--- src/rtl/inning_scoreboard_if.sv ---
// Pulse inputs and game-status outputs of the inning scoreboard.
// master drives the pulses (upstream logic / bench); slave is the scoreboard.
interface inning_scoreboard_if;
   logic       change_pulse;
   logic [3:0] run_pulse;
   logic       team;
   logic [7:0] inning_bcd;
   logic [7:0] score0_bcd;
   logic [7:0] score1_bcd;
   logic       in_play;
   logic [1:0] winner;

   modport master (
      output change_pulse, run_pulse,
      input  team, inning_bcd, score0_bcd, score1_bcd, in_play, winner
   );

   modport slave (
      input  change_pulse, run_pulse,
      output team, inning_bcd, score0_bcd, score1_bcd, in_play, winner
   );
endinterface

--- src/rtl/inning_scoreboard.sv ---
// Game-level scoreboard: batting team, BCD inning and scores, walk-off and game end.
// Optional extra innings are enabled by defining EXTRA_INNINGS_EN.
module inning_scoreboard #(
   parameter int NUM_INNINGS = 9,
   parameter int MAX_INNINGS = 15
) (
   input logic                clk_divided,
   input logic                reset_n,
   inning_scoreboard_if.slave bus
);

   typedef enum logic [1:0] {TOP, BOTTOM, OVER} state_t;

   localparam logic [7:0] NUM_BCD = 8'(((NUM_INNINGS / 10) << 4) | (NUM_INNINGS % 10));
   localparam logic [7:0] MAX_BCD = 8'(((MAX_INNINGS / 10) << 4) | (MAX_INNINGS % 10));

   state_t     state;
   logic       team;
   logic       in_play;
   logic [1:0] winner;
   logic [7:0] inning;
   logic [7:0] score0;
   logic [7:0] score1;

   logic [2:0] runs;
   logic [7:0] new_score0;
   logic [7:0] new_score1;
   logic [7:0] next_inning;
   logic       late;

   // Runs are at most 4, so a single decimal carry out of the ones digit is enough.
   function automatic logic [7:0] bcd_add(input logic [7:0] value, input logic [2:0] n);
      logic [4:0] ones;
      logic [3:0] tens;
      ones = {1'b0, value[3:0]} + {2'b00, n};
      tens = value[7:4];
      if (ones > 5'd9) begin
         ones = ones - 5'd10;
         tens = tens + 4'd1;
      end
      if (tens > 4'd9) return 8'h99;
      return {tens, ones[3:0]};
   endfunction

   function automatic logic [7:0] bcd_inc(input logic [7:0] value);
      logic [3:0] ones;
      logic [3:0] tens;
      ones = value[3:0];
      tens = value[7:4];
      if (ones == 4'd9) begin
         ones = 4'd0;
         tens = tens + 4'd1;
      end else begin
         ones = ones + 4'd1;
      end
      return {tens, ones};
   endfunction

   // BCD values order the same way as their binary encodings, so plain compares work.
   always_comb begin
      runs        = 3'(bus.run_pulse[0]) + 3'(bus.run_pulse[1])
                  + 3'(bus.run_pulse[2]) + 3'(bus.run_pulse[3]);
      new_score0  = (state == TOP)    ? bcd_add(score0, runs) : score0;
      new_score1  = (state == BOTTOM) ? bcd_add(score1, runs) : score1;
      next_inning = (inning < MAX_BCD) ? bcd_inc(inning) : inning;
      late        = (inning >= NUM_BCD);
   end

   always_ff @(posedge clk_divided or negedge reset_n) begin
      if (!reset_n) begin
         state   <= TOP;
         team    <= 1'b0;
         in_play <= 1'b1;
         winner  <= 2'b00;
         inning  <= 8'h01;
         score0  <= 8'h00;
         score1  <= 8'h00;
      end else begin
         case (state)
            TOP: begin
               score0 <= new_score0;
               if (bus.change_pulse) begin
                  if (late && (score1 > new_score0)) begin
                     state   <= OVER;
                     winner  <= 2'b10;
                     in_play <= 1'b0;
                  end else begin
                     state <= BOTTOM;
                     team  <= 1'b1;
                  end
               end
            end
            BOTTOM: begin
               score1 <= new_score1;
               // A walk-off ends the game before any same-edge change pulse is considered.
               if (late && (new_score1 > score0)) begin
                  state   <= OVER;
                  winner  <= 2'b10;
                  in_play <= 1'b0;
               end else if (bus.change_pulse) begin
                  if (!late) begin
                     inning <= next_inning;
                     state  <= TOP;
                     team   <= 1'b0;
                  end else if (score0 > new_score1) begin
                     state   <= OVER;
                     winner  <= 2'b01;
                     in_play <= 1'b0;
                  end
`ifdef EXTRA_INNINGS_EN
                  else if (inning < MAX_BCD) begin
                     inning <= next_inning;
                     state  <= TOP;
                     team   <= 1'b0;
                  end
`endif
                  else begin
                     state   <= OVER;
                     winner  <= 2'b11;
                     in_play <= 1'b0;
                  end
               end
            end
            default: begin
            end
         endcase
      end
   end

   assign bus.team       = team;
   assign bus.inning_bcd = inning;
   assign bus.score0_bcd = score0;
   assign bus.score1_bcd = score1;
   assign bus.in_play    = in_play;
   assign bus.winner     = winner;

endmodule

--- src/flat_wrapper.sv ---
// flat-port wrapper written by rule: the top's interface ports become plain ports
module inning_scoreboard_flat 
#(
   parameter int NUM_INNINGS = 9,
   parameter int MAX_INNINGS = 15
)
  (clk_divided, reset_n, bus_change_pulse, bus_run_pulse, bus_team, bus_inning_bcd, bus_score0_bcd, bus_score1_bcd, bus_in_play, bus_winner);
  inning_scoreboard_if bus_i ();
  input logic clk_divided;
  input logic reset_n;
  input wire logic [$bits(bus_i.change_pulse)-1:0] bus_change_pulse;
  input wire logic [$bits(bus_i.run_pulse)-1:0] bus_run_pulse;
  output wire logic [$bits(bus_i.team)-1:0] bus_team;
  output wire logic [$bits(bus_i.inning_bcd)-1:0] bus_inning_bcd;
  output wire logic [$bits(bus_i.score0_bcd)-1:0] bus_score0_bcd;
  output wire logic [$bits(bus_i.score1_bcd)-1:0] bus_score1_bcd;
  output wire logic [$bits(bus_i.in_play)-1:0] bus_in_play;
  output wire logic [$bits(bus_i.winner)-1:0] bus_winner;
  assign bus_i.change_pulse = bus_change_pulse;
  assign bus_i.run_pulse = bus_run_pulse;
  assign bus_team = bus_i.team;
  assign bus_inning_bcd = bus_i.inning_bcd;
  assign bus_score0_bcd = bus_i.score0_bcd;
  assign bus_score1_bcd = bus_i.score1_bcd;
  assign bus_in_play = bus_i.in_play;
  assign bus_winner = bus_i.winner;
  inning_scoreboard #(.NUM_INNINGS(NUM_INNINGS), .MAX_INNINGS(MAX_INNINGS)) u_core (.clk_divided(clk_divided), .reset_n(reset_n), .bus(bus_i));
endmodule
--- config.mk ---
export PLATFORM = sky130hd
export DESIGN_NAME = inning_scoreboard_flat
export DESIGN_NICKNAME = d
export VERILOG_FILES = /design/src/rtl/inning_scoreboard_if.sv /design/src/rtl/inning_scoreboard.sv /design/src/flat_wrapper.sv
export SDC_FILE = /design/constraint.sdc
export NUM_CORES = 1
export LEC_CHECK = 0
export ABC_AREA = 1
export BUFFER_PORTS_ARGS = -buffer_cell sky130_fd_sc_hd__buf_2
export CAP_MARGIN = 10
export CORE_MARGIN = 1.5
export CORE_UTILIZATION = 60
export DETAILED_ROUTE_END_ITERATION = 16
export PLACE_DENSITY = 0.94
export SYNTH_ARGS = -nofsm -noshare
export SYNTH_HDL_FRONTEND = slang
export SYNTH_SLANG_ARGS = --single-unit
export TNS_END_PERCENT = 50
--- constraint.sdc ---
create_clock -name clk_divided -period 5.4 [get_ports clk_divided]
set_input_delay 0.54 -clock clk_divided [delete_from_list [all_inputs] [get_ports clk_divided]]
set_output_delay 0.54 -clock clk_divided [all_outputs]
set_load 0.05 [all_outputs]
==> results.cfg <==
[timing]
timing.final.crit_period_ns = 4.74
clock_skew_ns = 0.00636
setup_violations = 0
fin_crit_sh_pct = 87.7
worst_pin_slew_ns = 0.925
maxSlewHeadroom_pct = 38.1
hold_violations = 0
timing.final.max_slew_violations = 0
max_freq_mhz = 211
finalSetupTns_ns = 0
rsz0062_at_grt = no

[worst_setup_path]
path_class = in2reg
critical_path_arrival_ns = 4.90
start_kind = input port
worst_path_max_delay_cell = fa_1
cp_common_cell = inv_1
r2r_end = u_core.bus.winner[1]
ff2ff_path_depth = 30
reg2reg_slack_ns = 1.43
critPathMaxStageDelay_ns = 0.40
crit_fanout = 7
reg2reg_from = u_core.bus.score0_bcd[0]
crit_required_ns = 5.56
cp-end-kind = flip-flop

[synth]
ys_types = 33
ys_ff_latch = 30
postSynthCellCount = 360
yosys.area.top_type = dfrtp_1
synth_nets = 401
synth_top_area_share_pct = 26.7
synth_area_per_cell_um2 = 7.30
synth_area_leaders = dfrtp_1 27%, ha_1 15%, nand2_1 13%
syn_area_um2 = 2630
yosysWarnings = 0
synth_seq_area_share_pct = 28.7

[drt]
drc = 0
drtAntennaViolNets = 0
dr.pass1.iters = 5
drt_wl_total_um = 6140
wl_per_cell_um = 13.7
vias = 2523
avgViaCountPerCell = 5.62
drt_first_iter_violations = 129

[clock_network]
insertion_delay_ns = 0.28
cts_tree = built
cts-htree-levels = 2
cts.path.max_buffers = 2
cts_hold_buffers = 0
root_buffer = clkbuf_8
post_cts_buffers = 0
cts_sinks = 30
clk_pin_slew_ns = 0.07
cts_buffers = 5
post_cts_resized = 0

[power_and_ir_drop]
power_density_nw_per_um2 = 217
peakVddDrop_mv = 0.182
power.leakage_nw = 1.68

[floorplanning]
ios = 35
rows = 23
coreArea_um2 = 4120
initial_core_util_pct = 63.8
die_h_um = 69.2
die_w_um = 69.2
dieArea_um2 = 4790

[finish]
final_cell_count_no_fill = 449
fin_nets = 439
fin_util_pct = 71.7
mostFrequentLayoutCell = nand2_1
final_layout_size_suffix_gt1_share_pct = 18.0
syn2layout_area_growth_pct = 12.3
design_area_um2 = 2950
n_fill_cell = 349
antenna_cells = 0
mostFrequentLayoutCells = 90 x nand2_1, 59 x inv_1, 34 x buf_2

[grt]
track_usage_pct = 26.5
grt_overflow_total = 0
grt_pass1_vias = 2330
grt_pass1_wl_um = 10500
antenna_found_initial = 0
grt_max_degree = 31

[flow_run]
maxCapViolCount = 0

[place]
placed_area_um2 = 2840
io_buffers = 34
hpwl_um = 4620
finalWeightedCongestion = 0.878
dp_cells = 441

[run_status]
status = finished, final reports clean

[hold_path]
hp-class = in2async
logic make-up after synthesis:
kind of cell,share of synthesized area [%]
AO/OA/AOI/OAI,13.0
XOR/XNOR,2.67
adder cells (fa/ha/maj),17.0
buffers and inverters,9.57
flip-flops,28.7
AND/OR/NAND/NOR,29.0
area by class of cell:
cell class | count | area (um2) | area share (%)
multi-input combinational | 265 | 1620 | 55.0
clock inverter | 3 | 40.0 | 1.36
clock buffer | 5 | 68.8 | 2.33
sequential | 30 | 753 | 25.5
timing repair buffer | 34 | 170 | 5.77
tap | 50 | 62.6 | 2.12
inverter | 62 | 233 | 7.89
report_power, final:
part / total, W / internal [W] / switching, W
Combinational: 0.000189 / 0.0000601 / 0.000129
Clock: 0.000223 / 0.000136 / 0.0000878
Sequential: 0.000229 / 0.000226 / 0.00000236
worst max-delay path by stage:
| stage | startpoint | cells after the start | to |
|---|---|---|---|
| 4_1_cts | bus_run_pulse[0] | 34 | u_core.bus.winner[1] |
| 3_3_place_gp | bus_run_pulse[0] | 35 | u_core.bus.winner[0] |
| 3_5_place_dp | bus_run_pulse[0] | 35 | u_core.bus.winner[1] |
| 5_1_grt | bus_run_pulse[0] | 35 | u_core.bus.winner[0] |
| 6_report | bus_run_pulse[0] | 35 | u_core.bus.winner[1] |
| 2_1_floorplan | bus_run_pulse[0] | 34 | u_core.bus.winner[0] |
per-stage QoR:
stage	hold WS, ns	power [W]	setup WS [ns]
after floorplan	0.244	0.000376	1.14
after global routing	0.355	0.000674	0.231
final	0.293	0.000641	0.662
after CTS	0.314	0.000642	0.686
after detailed placement	0.393	0.000416	0.401
after global placement	0.387	0.000407	0.682
routing by layer:
metal / part of all wire (%) / up-vias / global-route usage [%]
li1: - / 1238 / -
met1: 43 / 1213 / 31.8
met2: 52 / 63 / 47.8
met3: 4.2 / 9 / 5.09
met4: 1.3 / 0 / 7.84
met5: 0 / - / 0
cell usage after synthesis:
master and count:
a21boi_0 1, a21oi_1 21, a21oi_2 3, a31oi_1 3, buf_6 1, clkbuf_1 2
dfrtp_1 28, dfstp_2 2, fa_1 3, ha_1 31, inv_1 59, inv_2 3
nand2_1 90, nand2_2 11, nand2_4 6, nand3_1 23, nand3_2 2, nand3b_1 1
nand4_1 3, nor2_1 26, nor2_4 1, nor3_1 1, nor4_2 1, o211ai_1 1
o211ai_2 1, o21a_1 3, o21ai_0 12, o21ai_1 3, o21bai_1 3, o22ai_1 6
o31ai_1 1, xnor2_1 3, xor2_1 5
worst max-delay path: cells and delay by family:
| kind | cells | cell delay, ns |
|---|---|---|
| adder cells (fa/ha/maj) | 6 | 1.73 |
| AO/OA/AOI/OAI | 2 | 0.28 |
| AND/OR/NAND/NOR | 17 | 1.60 |
| buffers and inverters | 10 | 0.76 |
state kept, by name (all words and copies together) (netlist names):
register and flops:
u_core.bus.in_play 1, u_core.bus.score1_bcd 8, u_core.bus.winner 2, u_core.bus.inning_bcd 8, u_core.state 2, u_core.bus.team 1
u_core.bus.score0_bcd 8
No activity file was read; power rests on OpenSTA's default activity.
